[src/rtl/axis_packet_gen.sv]
// axis_packet_gen: AXI4-Stream master that emits software-configured packets
// of incrementing data words, with tlast on the final beat of each packet and
// an optional idle gap between packets. Backpressure is fully honoured:
// nothing changes while tvalid is high and tready is low.
//
// state | meaning
// ------+---------------------------------------------------------------
// IDLE  | no run active, tvalid low; waits for start with cfg_len != 0
// SEND  | tvalid high, presenting the data register as the current beat
// GAP   | tvalid low for cfg_gap cycles between packets (down-counter)

module axis_packet_gen #(
    parameter int DATA_WIDTH = 32,
    parameter int LEN_WIDTH  = 16,
    parameter int GAP_WIDTH  = 8
) (
    input  logic                  aclk,
    input  logic                  aresetn,
    input  logic                  start,
    input  logic                  stop,
    input  logic [LEN_WIDTH-1:0]  cfg_len,
    input  logic [15:0]           cfg_pkts,
    input  logic [GAP_WIDTH-1:0]  cfg_gap,
    input  logic [DATA_WIDTH-1:0] cfg_seed,
    output logic [DATA_WIDTH-1:0] m_axis_tdata,
    output logic                  m_axis_tvalid,
    input  logic                  m_axis_tready,
    output logic                  m_axis_tlast,
    output logic                  busy,
    output logic                  done,
    output logic [15:0]           pkt_sent
);

    typedef enum logic [1:0] {
        IDLE = 2'd0,
        SEND = 2'd1,
        GAP  = 2'd2
    } state_t;

    state_t                state_q, state_d;
    logic [LEN_WIDTH-1:0]  len_q, len_d;
    logic [15:0]           pkts_q, pkts_d;
    logic [GAP_WIDTH-1:0]  gap_q, gap_d;
    logic [GAP_WIDTH-1:0]  gap_cnt_q, gap_cnt_d;
    logic [DATA_WIDTH-1:0] data_q, data_d;
    logic [LEN_WIDTH-1:0]  beat_q, beat_d;
    logic [15:0]           pkt_sent_q, pkt_sent_d;
    logic                  stop_pend_q, stop_pend_d;
    logic                  tvalid_q, tvalid_d;
    logic                  tlast_q, tlast_d;
    logic                  busy_q, busy_d;
    logic                  done_q, done_d;
    logic                  hs;
    logic                  last_pkt;

    assign hs = tvalid_q && m_axis_tready;

    // Run ends after this packet when the packet quota is reached or a stop
    // is pending (including a stop arriving on the tlast handshake itself).
    assign last_pkt = ((pkts_q != 16'd0) && ((pkt_sent_q + 16'd1) == pkts_q))
                      || stop_pend_q || stop;

    // State register and all output flops; synchronous active-low reset.
    always_ff @(posedge aclk) begin
        if (!aresetn) begin
            state_q     <= IDLE;
            len_q       <= '0;
            pkts_q      <= '0;
            gap_q       <= '0;
            gap_cnt_q   <= '0;
            data_q      <= '0;
            beat_q      <= '0;
            pkt_sent_q  <= '0;
            stop_pend_q <= 1'b0;
            tvalid_q    <= 1'b0;
            tlast_q     <= 1'b0;
            busy_q      <= 1'b0;
            done_q      <= 1'b0;
        end else begin
            state_q     <= state_d;
            len_q       <= len_d;
            pkts_q      <= pkts_d;
            gap_q       <= gap_d;
            gap_cnt_q   <= gap_cnt_d;
            data_q      <= data_d;
            beat_q      <= beat_d;
            pkt_sent_q  <= pkt_sent_d;
            stop_pend_q <= stop_pend_d;
            tvalid_q    <= tvalid_d;
            tlast_q     <= tlast_d;
            busy_q      <= busy_d;
            done_q      <= done_d;
        end
    end

    // Next-state logic; outputs are derived from the next state so that
    // every output leaves the design straight from a flop.
    always_comb begin
        state_d     = state_q;
        len_d       = len_q;
        pkts_d      = pkts_q;
        gap_d       = gap_q;
        gap_cnt_d   = gap_cnt_q;
        data_d      = data_q;
        beat_d      = beat_q;
        pkt_sent_d  = pkt_sent_q;
        stop_pend_d = stop_pend_q;
        done_d      = 1'b0;

        if (stop && (state_q != IDLE)) begin
            stop_pend_d = 1'b1;
        end

        unique case (state_q)
            IDLE: begin
                if (start && (cfg_len != '0)) begin
                    len_d      = cfg_len;
                    pkts_d     = cfg_pkts;
                    gap_d      = cfg_gap;
                    data_d     = cfg_seed;
                    beat_d     = '0;
                    pkt_sent_d = '0;
                    state_d    = SEND;
                end
            end
            SEND: begin
                if (hs) begin
                    data_d = data_q + 1'b1;
                    if (tlast_q) begin
                        beat_d     = '0;
                        pkt_sent_d = pkt_sent_q + 16'd1;
                        if (last_pkt) begin
                            state_d = IDLE;
                            done_d  = 1'b1;
                        end else if (gap_q != '0) begin
                            state_d   = GAP;
                            gap_cnt_d = gap_q;
                        end
                    end else begin
                        beat_d = beat_q + 1'b1;
                    end
                end
            end
            GAP: begin
                if (stop || stop_pend_q) begin
                    state_d = IDLE;
                    done_d  = 1'b1;
                end else if (gap_cnt_q == GAP_WIDTH'(1)) begin
                    state_d = SEND;
                end else begin
                    gap_cnt_d = gap_cnt_q - 1'b1;
                end
            end
            default: begin
                state_d = IDLE;
            end
        endcase

        if (state_d == IDLE) begin
            stop_pend_d = 1'b0;
        end

        tvalid_d = (state_d == SEND);
        busy_d   = (state_d != IDLE);
        tlast_d  = (state_d == SEND) && (beat_d == (len_d - LEN_WIDTH'(1)));
    end

    assign m_axis_tdata  = data_q;
    assign m_axis_tvalid = tvalid_q;
    assign m_axis_tlast  = tlast_q;
    assign busy          = busy_q;
    assign done          = done_q;
    assign pkt_sent      = pkt_sent_q;

endmodule

[config.mk]
export PLATFORM = sky130hd
export DESIGN_NAME = axis_packet_gen
export DESIGN_NICKNAME = d
export VERILOG_FILES = /design/src/rtl/axis_packet_gen.sv
export SDC_FILE = /design/constraint.sdc
export NUM_CORES = 1
export LEC_CHECK = 0
export CELL_PAD_IN_SITES_DETAIL_PLACEMENT = 0
export CELL_PAD_IN_SITES_GLOBAL_PLACEMENT = 1
export CORE_UTILIZATION = 40
export CTS_BUF_LIST = sky130_fd_sc_hd__clkbuf_16
export DETAILED_ROUTE_END_ITERATION = 8
export PLACE_DENSITY = 0.91
export SLEW_MARGIN = 0
export SYNTH_ARGS = -nofsm -noshare
export SYNTH_HDL_FRONTEND = slang
export SYNTH_SLANG_ARGS = --single-unit
export TNS_END_PERCENT = 1
[constraint.sdc]
create_clock -name aclk -period 4.8 [get_ports aclk]
set_clock_uncertainty 0.15 [all_clocks]
set_input_delay 0.96 -clock aclk [delete_from_list [all_inputs] [get_ports aclk]]
set_output_delay 0.96 -clock aclk [all_outputs]
set_load 0.005 [all_outputs]
==> flow_metrics.tcl, run 1 <==
set metrics [dict create \
    synth_compound_area_share_pct 25.8 \
    seq_area_frac_synth_pct 30.7 \
    fill_cells 1865 \
    synth_top_family_by_area "simple AND/OR/NAND/NOR gates" \
    reg2regPathDepth 14 \
    fin_area_mm2 0.00978 \
    vias 7986 \
    first_pass_iters 5 \
    final_hold_viol_count 0 \
    p_per_area_mw_per_mm2 290 \
    clk-insertion-delay-late_ps 410 \
    routed_wirelength_um 22700 \
    drtIter0Drc 420 \
    track_usage_pct 22.9 \
    crit_fanout 9 \
    vias_per_cell 5.72 \
    yosys.area.top_type "dfxtp_1" \
    num_rows 50 \
    cts_sinks 119 \
    worst_pin_slew_ps 918 \
    ctsResizeCount 0 \
    slew_violations 0 \
    ys_async_sr_fraction_pct 0 \
    numCtsBuffers 17 \
    ys_warn_count 0 \
    dp_hpwl_um 16000 \
    synth_area_leaders "dfxtp_1, nand2_1, a21oi_1" \
    clockBufferDepth 2 \
    worstPathArrival_ps 4440 \
    port_buffers 128 \
    synthesis.area_mm2 0.00776 \
    critPathRequiredTime_ps 4970 \
    path_clk_slew_ps 60 \
    ir_drop_uv 223 \
    rsz0062_at_grt "no" \
    hold_class "flop to flop" \
    multi_input_area_mm2 0.00503 \
    avgSynthCellArea_um2 7.60 \
    core_area_mm2 0.0189 \
    fmax_ghz 0.235 \
    crit_type "input pin to flop" \
    ys.flop_type "dfxtp_1" \
    drc 0 \
    holdWs_ps 324 \
    finalCriticalPeriod_ps 4260 \
    grt_max_degree 58 \
    synth_most_common_cell "nand2_1" \
    synth_xor_area_share_pct 5.59 \
    yosysTopAreaCellShare_pct 30.7 \
    postRouteAntennaNets 0 \
    power.leakage_nw 3.45 \
    syn_to_final_growth_pct 26.0 \
    drive_gt1_share_pct 7.22 \
    synth_common_cells "nand2_1, dfxtp_1, a21oi_1" \
    die_x_um 141 \
    final_nets 1211 \
    start_util_pct 41.1 \
    cp-start-kind "input pin" \
    max-cap-violations 0 \
    wl_per_cell_um 16.3 \
    synth_edf_count 0 \
    whs_path_depth 2 \
    synth-simple-area-share_pct 30.0 \
    place_congestion 0.895 \
    slew_headroom_pct 38.8 \
    dpl_cell_area_mm2 0.00926 \
    antenna_cells 0 \
    register_area_mm2 0.00238 \
    dieArea_mm2 0.0200 \
    post_cts_buffers 0 \
    ios 129 \
    cts_tree "yes" \
    cp-end-kind "flop" \
    htreeDepth 4 \
    dieHeight_um 141 \
    finalSetupTns_ps 0 \
    antenna_found_initial 0 \
    grt-ovfl-total 0 \
    period_share_pct 88.8 \
    ctsHoldBuffers 0 \
    netlist_instances 1021 \
    yosys.area_share.adder_pct 1.61 \
    synthMuxAreaShare_pct 1.68 \
    status "finished, final reports clean" \
    syn_nets 1108 \
    grt_pass1_wl_um 36800 \
    synth_cell_types 79 \
    synth_seq_cells 119 \
    cts_root_buf "clkbuf_16" \
    grt_pass1_vias 7232 \
    finalSetupViolCount 0 \
]
## cells in the final DEF (no fill, tap or decap), drive strengths merged, types with 31 or more instances in the layout
cell             n
o21ai           51
nor3            47
nor2b           34
a21boi          37
nand3           31
clkdlybuf4s50  127
dfxtp          119
a21oi           75
nand2          146
nor2            53
## area by class of cell
type,instances,share of cell area (%)
Inverter,29,1.11
Tap cell,260,3.33
Multi-Input combinational cell,810,51.4
Clock buffer,17,4.35
Clock inverter,13,0.947
Sequential cell,119,24.4
Timing Repair Buffer,147,14.5
## flip-flops by register name (all words and copies together), names as in the netlist, 2 cells and up
signal,flops
gap_q,8
m_axis_tdata,32
len_q,16
pkt_sent,16
pkts_q,16
beat_q,16
state_q,2
gap_cnt_q,8
## stage by stage
| step | power [W] | instances | worst slack (ps) | utilization, % |
|---|---|---|---|---|
| after floorplan | 0.00147 | 1021 | 491 | - |
| after global placement | 0.00170 | 1365 | 292 | 49.0 |
| after detailed placement | 0.00171 | 1365 | 156 | 49.0 |
| after CTS | 0.00286 | 1395 | 590 | 51.8 |
| after global routing | 0.00298 | 1395 | 254 | 51.8 |
| final | 0.00284 | 1395 | 538 | 51.8 |
## cell families (layout without fill, tap and decap cells)
family,count (synthesis),count (layout)
buffers and inverters,92,206
AO/OA/AOI/OAI,294,294
multiplexers,13,13
adder cells (fa/ha/maj),10,10
flip-flops,119,119
XOR/XNOR,48,48
AND/OR/NAND/NOR,445,445
## per-layer routing
layer / global-route usage, % / up-vias / share of wire (%)
met5: 0 / - / 0
met1: 31.6 / 3734 / 47
li1: - / 3935 / -
met3: 3.85 / 39 / 6.4
met4: 8.47 / 0 / 2.1
met2: 35.9 / 278 / 44
## worst paths after layout
path	to	slack (ps)	startpoint
worst max-delay path	m_axis_tlast	540	cfg_len[1]
worst min-delay path	m_axis_tdata[31]	320	m_axis_tdata[31]
worst max register to register	m_axis_tlast	1140	state_q[1]
worst min register to register	m_axis_tdata[31]	320	m_axis_tdata[31]
## critical path: stages
cell and delay, ps:
clkdlybuf4s50_1 480, nor3_2 400, nand4_4 170, o21ai_4 200
mux2i_1 260, ha_1 340, and4b_1 250, a2bb2oi_1 130
nor2_1 90, nor4b_1 350, xor2_1 120, nor4_1 290
nand4_1 160, nor4_2 250
## power breakdown
part | leakage [nW] | total [W] | internal, W | switching (W)
logic | 2.22 | 0.000593 | 0.000278 | 0.000315
clock network | 0.264 | 0.00114 | 0.000692 | 0.000452
registers | 0.970 | 0.00110 | 0.00104 | 0.0000591
total | 3.45 | 0.00284 | 0.00201 | 0.000826
(Power assumes the default switching activity.)
==> inputs of run 2 (changes only) <==
Settings changed: CORE_MARGIN from default to 3.
==> run 2 against run 1 <==
Against the previous run:
- wire length is 1.6% higher
- cell count hardly changed
- clock power is 17% higher
- register-to-register slack better by 40 ps
- first-iteration DRC count is 26% higher
- core utilization is 0.46 points higher
- highest routed layer unchanged
==> flow_metrics.tcl, run 2 (same netlist as run 1, synthesis figures left out) <==
set metrics [dict create \
    finalCriticalPeriod_ps 4240 \
    min-delay-start "m_axis_tdata[31]" \
    status "finished, final reports clean" \
    syn_to_final_growth_pct 27.1 \
    reg2regPathDepth 9 \
    place_congestion 0.873 \
    drc 0 \
    r2r_start "state_q[1]" \
    start_util_pct 41.1 \
    dp_hpwl_um 16300 \
    cts_root_buf "clkbuf_16" \
    cts_sinks 119 \
    worstPathArrival_ps 4420 \
    antenna_cells 0 \
    largest_reg_flops 32 \
    multi_input_area_mm2 0.00503 \
    grt-ovfl-total 0 \
    vias_per_cell 5.75 \
    ctsHoldBuffers 0 \
    ctsResizeCount 0 \
    port_buffers 128 \
    crit_fanout 6 \
    crit_type "input pin to flop" \
    wl_met1_um 11100 \
    grt_max_degree 66 \
    critPathRequiredTime_ps 4980 \
    fill_cells 1857 \
    finalSetupTns_ps 0 \
    dieArea_mm2 0.0211 \
    cts_tree "yes" \
    cp-end-kind "flop" \
    period_share_pct 88.4 \
    htreeDepth 4 \
    slew_headroom_pct 41.6 \
    ios 129 \
    power.leakage_nw 3.47 \
    numCtsBuffers 17 \
    wl_per_cell_um 16.5 \
    layout_commonest_cell "nand2_1" \
    antenna_found_initial 0 \
    dr_wl_met3_um 1580 \
    hold_class "flop to flop" \
    worstHoldEndpoint "m_axis_tdata[31]" \
    post_cts_buffers 0 \
    clk-insertion-delay-late_ps 420 \
    dieHeight_um 145 \
    track_usage_pct 21.3 \
    slew_violations 0 \
    die_x_um 145 \
    vias 8024 \
    final_util_pct 52.2 \
    first_pass_iters 5 \
    rsz0062_at_grt "no" \
    final_hold_viol_count 0 \
    postRouteAntennaNets 0 \
    drtIter0Drc 528 \
    register_area_mm2 0.00238 \
    max-cap-violations 0 \
    routed_wirelength_um 23100 \
    ir_drop_uv 249 \
    rrSetupSlack_ps 1180 \
    core_area_mm2 0.0189 \
    num_rows 50 \
    power_w 0.00303 \
    cp-start-kind "input pin" \
    grt_pass1_vias 7340 \
    final_nets 1210 \
    clockBufferDepth 2 \
    final_cell_mix "nand2_1, clkdlybuf4s50_1, dfxtp_1, a21oi_1, nor2_1" \
    r2r-end "m_axis_tlast" \
    worst_pin_slew_ps 874 \
    finalSetupViolCount 0 \
    met2_wirelength_um 9940 \
    top_layer_used "met4" \
    fmax_ghz 0.236 \
    drive_gt1_share_pct 7.39 \
    path_clk_slew_ps 60 \
    p_per_area_mw_per_mm2 307 \
    whs_path_depth 2 \
    grt_pass1_wl_um 37800 \
]
[run 2: worst max-delay path: stages]
cell and delay, ps:
clkdlybuf4s50_1 510, nor4_4 430, nand4_4 160, o21ai_4 270, mux2i_1 290, ha_1 220
and4b_1 210, a2bb2oi_1 130, nor2_1 100, nor4b_1 320, xor2_1 120, nor4_1 320
nand4_1 150, nor4_2 240
[run 2: layer usage]
| metal | up-vias | GRT usage [%] |
|---|---|---|
| li1 | 3942 | - |
| met1 | 3752 | 30.9 |
| met2 | 299 | 31.5 |
| met3 | 31 | 3.97 |
| met4 | 0 | 7.74 |
| met5 | - | 0 |
[run 2: per-stage QoR]
step                setup WS (ps)  area, µm²  cells  hold WS, ps
floorplan                     491       7760   1021          306
global placement              340       9260   1364          310
detailed placement            233       9260   1364          322
CTS                           656       9870   1396          329
global route                  307       9870   1396          353
finish                        559       9870   1396          328
[run 2: how the worst max path moves through the flow]
| stage | to | slack [ps] | from |
|---|---|---|---|
| 2_1_floorplan | m_axis_tlast | 490 | cfg_len[8] |
| 3_3_place_gp | m_axis_tlast | 340 | cfg_len[3] |
| 3_5_place_dp | m_axis_tlast | 230 | cfg_len[3] |
| 4_1_cts | m_axis_tlast | 660 | cfg_len[3] |
| 5_1_grt | m_axis_tlast | 310 | cfg_len[5] |
| 6_report | m_axis_tlast | 560 | cfg_len[5] |
[run 2: layout make-up]
| cell class | instances | area share [%] |
|---|---|---|
| clock buffer | 17 | 4.31 |
| clock inverter | 15 | 1.89 |
| inverter | 29 | 1.10 |
| multi-input combinational | 810 | 51.0 |
| sequential | 119 | 24.1 |
| tap | 260 | 3.30 |
| timing repair buffer | 146 | 14.3 |
[run 2: report_power, final]
| group | internal [W] | total, W | leakage (nW) | switching, W |
|---|---|---|---|---|
| Clock | 0.000860 | 0.00133 | 0.293 | 0.000475 |
| Combinational | 0.000278 | 0.000594 | 2.21 | 0.000316 |
| Sequential | 0.00104 | 0.00110 | 0.970 | 0.0000598 |
| Total | 0.00218 | 0.00303 | 3.47 | 0.000851 |
